`src/rtl/i2c_bit_sequencer.sv`:
```
// I2C bit-level sequencer: shifts one byte out MSB first plus an ACK slot,
// generating SCL in four prescaled phases per bit and sampling SDA on the high phase.
module i2c_bit_sequencer #(
    parameter int PRESCALE_WIDTH = 8
) (
    input  logic                      clk,
    input  logic                      rst,
    input  logic                      start,
    input  logic                      release_req,
    input  logic [PRESCALE_WIDTH-1:0] prescale,
    input  logic [7:0]                tx_byte,
    input  logic                      sda_in,
    output logic                      scl_out,
    output logic                      sda_out,
    output logic                      busy,
    output logic                      done,
    output logic [7:0]                rx_byte,
    output logic                      ack
);

    localparam logic [1:0] ST_IDLE = 2'd0;
    localparam logic [1:0] ST_BIT  = 2'd1;
    localparam logic [1:0] ST_HOLD = 2'd2;

    logic [1:0]                state;
    logic [PRESCALE_WIDTH-1:0] p_lat;
    logic [PRESCALE_WIDTH-1:0] pcnt;
    logic [7:0]                tx_lat;
    logic [1:0]                phase;
    logic [3:0]                bit_cnt;
    logic                      sda_q;
    logic                      accept;
    logic                      phase_end;
    logic [2:0]                next_bit;

    // start is honoured from IDLE and HOLD only, and outranks release_req in HOLD
    assign accept    = start && (state != ST_BIT);
    assign phase_end = (pcnt == p_lat);
    assign next_bit  = bit_cnt[2:0] + 3'd1;

    assign busy    = (state == ST_BIT);
    assign scl_out = (state == ST_BIT) ? phase[1] : (state != ST_HOLD);
    assign sda_out = sda_q;

    always_ff @(posedge clk or posedge rst) begin
        if (rst) begin
            state   <= ST_IDLE;
            p_lat   <= '0;
            pcnt    <= '0;
            tx_lat  <= 8'h00;
            phase   <= 2'd0;
            bit_cnt <= 4'd0;
            sda_q   <= 1'b1;
            done    <= 1'b0;
            rx_byte <= 8'h00;
            ack     <= 1'b1;
        end else begin
            done <= 1'b0;
            if (accept) begin
                state   <= ST_BIT;
                p_lat   <= prescale;
                tx_lat  <= tx_byte;
                pcnt    <= '0;
                phase   <= 2'd0;
                bit_cnt <= 4'd0;
                sda_q   <= tx_byte[7];
            end else begin
                case (state)
                    ST_IDLE: ;
                    ST_HOLD: if (release_req) state <= ST_IDLE;
                    ST_BIT: begin
                        if (phase_end) begin
                            pcnt  <= '0;
                            phase <= phase + 2'd1;
                        end else begin
                            pcnt <= pcnt + 1'b1;
                        end
                        // last cycle of the SCL-high phase 2: the bus level is settled
                        if (phase_end && phase == 2'd2) begin
                            if (bit_cnt[3]) ack <= sda_in;
                            else            rx_byte[~bit_cnt[2:0]] <= sda_in;
                        end
                        if (phase_end && phase == 2'd3) begin
                            if (bit_cnt[3]) begin
                                state <= ST_HOLD;
                                done  <= 1'b1;
                                sda_q <= 1'b1;
                            end else begin
                                bit_cnt <= bit_cnt + 4'd1;
                                sda_q   <= (bit_cnt == 4'd7) ? 1'b1 : tx_lat[~next_bit];
                            end
                        end
                    end
                    default: state <= ST_IDLE;
                endcase
            end
        end
    end

endmodule

```
`config.mk`:
```
export PLATFORM = sky130hd
export DESIGN_NAME = i2c_bit_sequencer
export DESIGN_NICKNAME = d
export VERILOG_FILES = /design/src/rtl/i2c_bit_sequencer.sv
export SDC_FILE = /design/constraint.sdc
export NUM_CORES = 1
export LEC_CHECK = 0
export BUFFER_PORTS_ARGS = -buffer_cell sky130_fd_sc_hd__buf_4
export CAP_MARGIN = 20
export CORE_MARGIN = 1
export CORE_UTILIZATION = 51
export CTS_CLUSTER_SIZE = 20
export DETAILED_ROUTE_END_ITERATION = 8
export PLACE_DENSITY_LB_ADDON = 0.05
export SLEW_MARGIN = 5
export SYNTH_ARGS = -nofsm -noshare
export SYNTH_HDL_FRONTEND = slang
export SYNTH_SLANG_ARGS = --single-unit
export TNS_END_PERCENT = 100
```
`constraint.sdc`:
```
create_clock -name clk -period 1.6 [get_ports clk]
set_input_delay 0.24 -clock clk [delete_from_list [all_inputs] [get_ports clk]]
set_output_delay 0.24 -clock clk [all_outputs]
set_load 0.01 [all_outputs]
```
==> After elaboration in Yosys (flattened, before gate mapping) <==
Index checks and enable logic that the tools add are counted.
{ "totals": {"latchBits": 0, "mem_bits_ro": 0, "out_inout_bits": 13, "wordCells": 79, "ramBits": 0, "mem_count": 0, "regBits": 43} }
{ "classes": {"n_shift": 0, "magnitude_cmp": 3, "multipliers": 0, "bitwise_logic": 4, "addsub": 4, "muxes": 30, "n_eq_ne": 13, "n_reduce_logical": 14, "div_mod_pow": 0} }
{ "ops": {"columns": ["cell", "count"], "rows": [
  ["8-bit two-way mux", 3],
  ["4-bit two-way mux", 4],
  ["2-bit two-way mux", 7],
  ["1-bit two-way mux", 12],
  ["4-bit AND reduction", 3],
  ["8-bit by 1-bit adder with 8-bit output (second input constant)", 1],
  ["8-bit bitwise mux", 1],
  ["8-bit equality test", 1],
  ["3-bit by 4-bit < comparator with 1-bit output (second input constant)", 2],
  ["2-bit equality test (second input constant)", 3],
  ["3-bit by 1-bit inequality test with 1-bit output (second input constant)", 2],
  ["3-bit inverter", 2],
  ["2-bit case mux with 3 select lines", 1],
  ["2-bit nonzero test", 3],
  ["4-bit by 1-bit adder with 4-bit output (second input constant)", 1],
  ["4-bit by 3-bit equality test with 1-bit output (second input constant)", 1],
  ["1-bit logical AND", 4],
  ["2-bit by 1-bit inequality test with 1-bit output (second input constant)", 2],
  ["2-bit inequality test (second input constant)", 2],
  ["2-bit AND reduction", 2],
  ["3-bit by 1-bit adder with 3-bit output (second input constant)", 1],
  ["1-bit binary-select mux with 3-bit select", 1],
  ["1-bit demux with 3-bit select", 1],
  ["3-bit by 1-bit greater-or-equal comparator with 1-bit output (second input constant)", 1],
  ["other kinds (6)", 7]
]} }

==> Longest topological paths before layout <==
Gate-level depths: netlist (run 1).
{ "logic_depth": {"word_depth": 9, "mapped_depth": 6, "depth_no_buf": 6} }

==> Worst setup path before layout (run 1) <==
No wires, ideal clock.
{ "synth_timing": {"kind": "register to register", "startpoint": "register bit_cnt[1]", "endpoint": "register sda_q (netlist: sda_out)", "setup_time_ns": 0.083, "arrival_ns": 1.590, "t_required_ns": 1.517, "stages_incl_launch_ff": 6, "synth_period_minus_slack_ns": 1.674, "slack_ns": -0.074, "cell_sequence": "dfrtp_1 > ha_1 > mux4_2 > or3b_1 > a31oi_1 > mux2i_1"} }
{ "synth_between": {"elab_chain_len": 9, "word_cells_on_any_way": 10, "cone_classes": "1 x add/sub; 1 x eq/ne; 7 x mux; 1 x bitwise"} }
{ "synth_rtl": {"columns": ["element", "line", "text"], "rows": [
  ["start: declaration", "30", "logic [3:0] bit_cnt;"],
  ["start signal: assignment", "89", "bit_cnt <= bit_cnt + 4'd1;"],
  ["3-bit by 1-bit adder with 3-bit output", "39", "assign next_bit = bit_cnt[2:0] + 3'd1;"],
  ["3-bit inverter", "90", "sda_q <= (bit_cnt == 4'd7) ? 1'b1 : tx_lat[~next_bit];"],
  ["1-bit binary-select mux with 3-bit select", "90", null],
  ["1-bit two-way mux (not written as such)", "90", null],
  ["1-bit two-way mux (*)", "90", null],
  ["1-bit two-way mux (*)", "84", "if (bit_cnt[3]) begin"],
  ["1-bit two-way mux (*)", "83", "if (phase_end && phase == 2'd3) begin"],
  ["1-bit two-way mux (*)", "68", "case (state)"],
  ["1-bit two-way mux (*)", "59", "if (accept) begin"],
  ["end signal: assignment", "66", "sda_q <= tx_byte[7];"],
  ["end signal: assignment", "90", null],
  ["end: declaration", "31", "logic sda_q;"]
]} }
Mark *: on every way between the ends. The rest lies on a longest branch, timed or not. The select of a mux whose other input is x is not followed.
A chain may end at the register's enable or synchronous reset.

==> Final worst setup path (run 1) <==
{ "layout_timing": {"startpoint": "register bit_cnt[0]", "endpoint": "register rx_byte[3]"} }
{ "layout_between": {"elab_chain_len": 6, "word_cells_on_any_way": 7, "cone_classes": "2 x order compare; 3 x mux; 1 x bitwise; 1 x reduce/logical"} }
{ "layout_rtl": {"columns": ["element", "line", "text"], "rows": [
  ["3-bit inverter (*)", "81", "else rx_byte[~bit_cnt[2:0]] <= sda_in;"],
  ["3-bit by 4-bit < comparator with 1-bit output (not written as such) or 3-bit by 1-bit greater-or-equal comparator with 1-bit output (tied branches)", "81", null],
  ["1-bit logical AND (not written as such)", "81", null],
  ["1-bit two-way mux (not written as such)", "81", null],
  ["1-bit demux with 3-bit select (*)", "81", null],
  ["8-bit bitwise mux (*)", "81", null],
  ["end signal: indexed assignment", "81", null],
  ["end: declaration", "17", "output logic [7:0] rx_byte,"]
]} }
Mark *: on every way between the ends. The rest lies on a longest branch, timed or not.

==> results of run 1 <==
kinds of logic (layout without fill, tap and decap cells):
logic type	after synthesis	in the layout	synth area share, %
compound gates	31	31	9.70
buf+inv	24	88	4.74
simple gates	66	67	16.4
mux	32	32	16.6
flops	43	43	47.0
fa+ha+maj	4	4	2.18
xor+xnor	9	9	3.43
critical path: cells and delay by family (launching register included):
kind	cells	cell delay, ns
buffers and inverters	1	0.17
AND/OR/NAND/NOR	2	0.35
AO/OA/AOI/OAI	1	0.33
multiplexers	1	0.32
flip-flops	1	0.47
how the worst max path moves through the flow:
stage,cells past startpoint,startpoint,endpoint
2_1_floorplan,5,bit_cnt[0],sda_out
3_3_place_gp,5,bit_cnt[0],sda_out
3_5_place_dp,5,bit_cnt[0],sda_out
4_1_cts,5,bit_cnt[0],sda_out
5_1_grt,5,bit_cnt[0],rx_byte[3]
6_report,5,bit_cnt[0],rx_byte[3]
timing repair:
item / in CTS / in global routing
pin swaps: 3 / 20
cloned: 1 / 0
resized for setup: 25 / 47
setup endpoints to repair: 21 / 27
buffers inserted: 3 / 11
stage by stage:
| step | util (%) | instance area, um2 |
|---|---|---|
| 6_report | 75.9 | 3300 |
| 5_1_grt | 75.9 | 3300 |
| 3_5_place_dp | 63.4 | 2760 |
| 2_1_floorplan | - | 2320 |
| 4_1_cts | 68.1 | 2970 |
| 3_3_place_gp | 63.4 | 2760 |
per-layer routing:
metal	GRT usage, %	share of wire, %
met1	29.6	46
met2	37.5	50
met3	5.41	3.5
met4	3.85	0.23
met5	0	0
cell usage after synthesis, drive strengths merged (2+ instances only):
cell and n:
buf 10, nand2b 7, and3 2, a2111oi 8
dfstp 2, o21ai 11, ha 4, o2111ai 3
mux2i 5, inv 9, xnor2 8, nand2 18
nor2 2, and4 5, nor3 4, a31oi 2
nand3 8, o211ai 2, mux4 2, or3b 2
nor4 2, mux2 25, clkbuf 5, dfrtp 41
nand4 11
sequential cells by signal (all words and copies together), names as in the netlist:
signal   count
ack          1
tx_lat       8
sda_out      1
phase        2
done         1
p_lat        8
bit_cnt      4
pcnt         8
state        2
rx_byte      8
cell type report:
class / count / share of cell area, %
Sequential cell: 43 / 33.0
Timing Repair Buffer: 71 / 17.7
Multi-Input combinational cell: 143 / 43.4
Tap cell: 52 / 1.97
Inverter: 9 / 1.10
Clock buffer: 7 / 2.61
Clock inverter: 1 / 0.151
where the power goes:
group          internal (W)  leakage, nW  total (W)  switching (W)
Clock              0.000349       0.0482   0.000714       0.000365
Sequential          0.00149        0.539    0.00192       0.000429
Combinational       0.00143        0.860    0.00272        0.00129
Total               0.00327         1.45    0.00535        0.00208
==> key figures, run 1 <==
Routing
  – Vias/cell: 5.84
  – DR vias: 1,904
  – # DRC: 0
  – Routed WL: 5610 um
  – Avg WL per Cell: 17.2 um
  – 1st-pass router iterations: 4
  – Routed Antenna Nets: 0
  – Number of DRC markers in iteration 0: 114

Global route
  – First-pass GRT wire length: 8480 um
  – Total Routing Usage GR: 22.3%
  – Vias in the first global route: 1,831
  – Largest net degree at the start of global routing: 44
  – Initial antenna violation count: 0
  – Overflow after GRT: 0

Cells and area
  – Register area: 1090 um2
  – Share of cells above drive strength 1: 53.3%
  – Layout area overhead: 43.9%
  – Non-Filler Instances: 326
  – Most common cell after layout, fill and taps aside: buf_4
  – FILL cells: 288
  – Final #Nets: 298
  – Footprint of the multi-input gates: 1440 um2
  – # diodes: 0
  – Most frequent cells in the layout: buf_4 (65), dfrtp_1 (33), mux2_2 (19), nand2_1 (16), nand4_1 (11)

Timing
  – Slew Limit Fails: 0
  – Final setup TNS: -0.784 ns
  – Minimum clock period after layout: 1.76 ns
  – Worst Max-Slew Pin Slew: around 0.47 ns
  – Hold Fails Final Rpt: 3
  – Tcrit/Tclk final: 110%
  – Worst hold slack: -0.00327 ns
  – Worst slew margin: 68.5%
  – RSZ-0062 raised after global routing: true
  – Highest clock rate: 0.570 GHz
  – Layout Skew: 0.0139 ns
  – Final setup viols: 8
  – Final WS setup: -0.155 ns

Synthesis
  – Synth area leaders: dfrtp_1 (45%), mux2_2 (10%), a2111oi_0 (3.1%), xnor2_1 (3.1%), nand4_1 (3.0%)
  – Net count after synthesis: 234
  – EDFF count, synth: 0
  – Mapped Avg Cell Area: 11.0 um2
  – Ys async rst share: 100%
  – Top cell type's share of synthesized area: 44.7%
  – Post-synthesis sequential area ratio: 47.0%
  – Post-Synthesis Cells: around 210
  – Yosys cell types: 42
  – Top FF cell, synth: dfrtp_1
  – Netlist Area Pre-Place: 2300 um2
  – #FFs+latches synth: 43
  – Synth warnings: 0
  – Synth area leader: dfrtp_1

Setup path
  – Crit Path Class: reg2reg
  – CP endpoint kind: flop
  – Worst reg2reg path endpoint: rx_byte[3]
  – Critical path cell sequence: buf_4 -> nand2b_4 -> a2111oi_4 -> nand4_1 -> mux2_4
  – Worst path slowest cell: dfrtp_2
  – Crit Path Max Fanout: 6
  – R2R setup slack: -0.16 ns
  – WP data arrival: 1.93 ns
  – Worst r2r src: bit_cnt[0]
  – Slowest stage delay, CP: approximately 0.47 ns
  – R2R cell count: 5
  – Worst setup SP type: flop
  – Critical path required time: roughly 1.8 ns

CTS
  – # hold bufs at CTS: 0
  – Clock sink total: 43
  – H-tree Lvls: 2
  – Root buffer cell: clkbuf_8
  – Clock transition at path regs: 0.09 ns
  – CTS tree: built
  – Num CTS Buffers: 5
  – Worst-Skew Late Latency: 0.29 ns
  – CTS max path bufs: 2

Die
  – Site Rows: 24
  – IO Pins: 34
  – DIE WIDTH: 69.1 um
  – Die area: roughly 4800 um2
  – Chip Height: 69.1 um
  – Starting density of the core: 52.7%
  – Total core area: 4350 um2

Flow run
  – Max-cap viol count: 0

Place
  – Placed cells: 303
  – Port bufs: 33
  – GP Congestion: about 0.8
  – DP Worst Slack: -0.197 ns
  – Dpl hpwl: 3530 um

Power
  – Peak VDD IR: slightly below 1000 uV
  – Power per cell area: about 1600 nW/um2
  – PnR Total Power: 0.00535 W
  – Pleak: 1.45 nW

Status
  – Outcome: finished, violations left
  – Failing checks: hold timing, setup timing

Min path
  – Hold Path Class: in2async
(Power assumes the default switching activity.)
==> inputs of run 2 (changes only) <==
--- a/config.mk
+++ b/config.mk
@@ -12,6 +12,7 @@
 export CTS_CLUSTER_SIZE = 20
 export DETAILED_ROUTE_END_ITERATION = 8
 export PLACE_DENSITY_LB_ADDON = 0.05
+export REMOVE_ABC_BUFFERS = 1
 export SLEW_MARGIN = 5
 export SYNTH_ARGS = -nofsm -noshare
 export SYNTH_HDL_FRONTEND = slang
==> key figures, run 2 (synthesis gave the netlist of run 1 again) <==
Status
  – Outcome: finished, violations left
  – Failing checks: setup timing

Flow run
  – Max-cap viol count: 0

CTS
  – Clock sink total: 43
  – CTS tree: built
  – Num CTS Buffers: 5
  – Root buffer cell: clkbuf_8
  – Worst-Skew Late Latency: about 0.31 ns
  – CTS max path bufs: 2
  – Clock transition at path regs: around 0.090 ns
  – H-tree Lvls: 2

Die
  – DIE WIDTH: 69.1 um
  – Chip Height: 69.1 um
  – Total core area: 4350 um2
  – IO Pins: 34
  – Die area: approximately 4800 um2
  – Site Rows: 24
  – Starting density of the core: between 50% and 60%

Power
  – Power per cell area: 1660 nW/um2
  – Peak VDD IR: 968 uV
  – Pleak: between 1 and 1.5 nW

Timing
  – Final setup TNS: -1.03 ns
  – Worst Max-Slew Pin Slew: 0.872 ns
  – Final WS setup: -0.162 ns
  – Layout Skew: ~0.016 ns
  – RSZ-0062 raised after global routing: true
  – Hold Fails Final Rpt: 0
  – Final setup viols: 13
  – Minimum clock period after layout: 1.76 ns
  – Highest clock rate: 0.568 GHz
  – Tcrit/Tclk final: 110%
  – Worst slew margin: 41.9%
  – Slew Limit Fails: 0

Routing
  – Number of DRC markers in iteration 0: 118
  – Vias/cell: 6.03
  – Routed Antenna Nets: 0
  – Routed WL: 5960 um
  – 1st-pass router iterations: 4
  – # DRC: 0
  – DR vias: approximately 2,000
  – Avg WL per Cell: 18.1 um

Cells and area
  – Most common cell after layout, fill and taps aside: buf_4
  – Share of cells above drive strength 1: 52.0%
  – Most frequent cells in the layout: buf_4 (64), dfrtp_1 (41), mux2_2 (21), nand2_1 (16), nand4_1 (11)
  – FILL cells: 268
  – # diodes: 0
  – Layout area overhead: 46.8%
  – Fin util: 77.4%
  – Final #Nets: about 300

Setup path
  – Worst path slowest cell: dfrtp_1
  – Worst setup SP type: flop
  – CP Buf/Inv Count: 0
  – Critical path cell sequence: nand2_1 -> nor4_1 -> mux2_2
  – Top delay family on crit path: flip-flops
  – Critical path required time: 1.84 ns
  – Crit Path Max Fanout: 13
  – WP data arrival: 2.00 ns
  – Slowest stage delay, CP: 0.92 ns
  – CP endpoint kind: flop
  – Crit Path Class: reg2reg

Global route
  – Met2 Usage GRT: 41.6%
  – First-pass GRT wire length: 9430 um
  – Initial antenna violation count: 0
  – Largest net degree at the start of global routing: 44
  – Grt met1 use: 31.5%
  – Met3 usage: 5.70%
  – Most Crowded Layer GR: met2
  – Vias in the first global route: 1,938
  – Total Routing Usage GR: roughly a quarter
  – Overflow after GRT: 0

Place
  – GP Congestion: 0.802
  – Dpl hpwl: 3540 um
  – Port bufs: 33

Min path
  – Hold Path Class: in2async
==> run 2: changes by cell type in the layout (fill, tap and decap cells not counted), sizes merged <==
cell / before / now
buf: 71 / 74
bufinv: 0 / 1
nand2b: 8 / 7
==> run 2: final cells by class <==
type                    instances  area (um2)  area share, %
multi-input cells             142        1420           42.3
clock buffers                   6        82.6           2.45
repair buffers                 75         648           19.2
well taps                      52        65.1           1.93
clock inverters                 2        35.0           1.04
flip-flops and latches         43        1080           32.0
inverters                       9        36.3           1.08
==> run 2: worst paths after layout <==
kind                             startpoint  depth (start not counted)  slack [ns]    endpoint
worst min-delay path                    rst                          3        0.07  bit_cnt[3]
worst min register to register   rx_byte[6]                          1        0.51  rx_byte[6]
min in group clk                prescale[7]                          2        0.17    p_lat[7]
worst max register to register   bit_cnt[3]                          3       -0.16         ack
max in group asynchronous               rst                          3        1.15         ack
worst max-delay path             bit_cnt[3]                          3       -0.16         ack
==> run 2: report_power, final <==
| part | leakage [nW] | switching (W) | internal, W |
|---|---|---|---|
| clock network | 0.0612 | 0.000391 | 0.000505 |
| registers | 0.549 | 0.000375 | 0.00146 |
| logic | 0.872 | 0.00138 | 0.00149 |
==> run 2: timing repair <==
action | CTS | global route
hold buffers | 0 | 0
setup buffers | 7 | 6
pin swaps | 9 | 20
setup endpoints to repair | 10 | 36
gates cloned | 0 | 2
resized for setup | 32 | 41
==> run 2: worst min-delay path, delay by kind of cell <==
kind | cells | cell delay (ns)
buffers and inverters | 3 | 0.60
==> run 2: per-layer routing <==
| metal | wire [um] | vias to the layer above |
|---|---|---|
| li1 | - | 908 |
| met1 | 2440 | 974 |
| met2 | 3100 | 85 |
| met3 | 293 | 17 |
| met4 | 126 | 0 |
| met5 | 0 | - |
==> run 2: metrics by stage <==
| stage | instance area (um2) | power [W] | instances | hold WS (ns) | worst slack (ns) |
|---|---|---|---|---|---|
| 2_1_floorplan | 2220 | 0.00290 | 194 | 0.372 | -0.123 |
| 3_3_place_gp | 2760 | 0.00374 | 306 | 0.407 | -0.139 |
| 3_5_place_dp | 2760 | 0.00382 | 306 | 0.416 | -0.166 |
| 4_1_cts | 3080 | 0.00499 | 321 | 0.0780 | -0.150 |
| 5_1_grt | 3370 | 0.00587 | 329 | 0.121 | -0.210 |
| 6_report | 3370 | 0.00560 | 329 | 0.0698 | -0.162 |
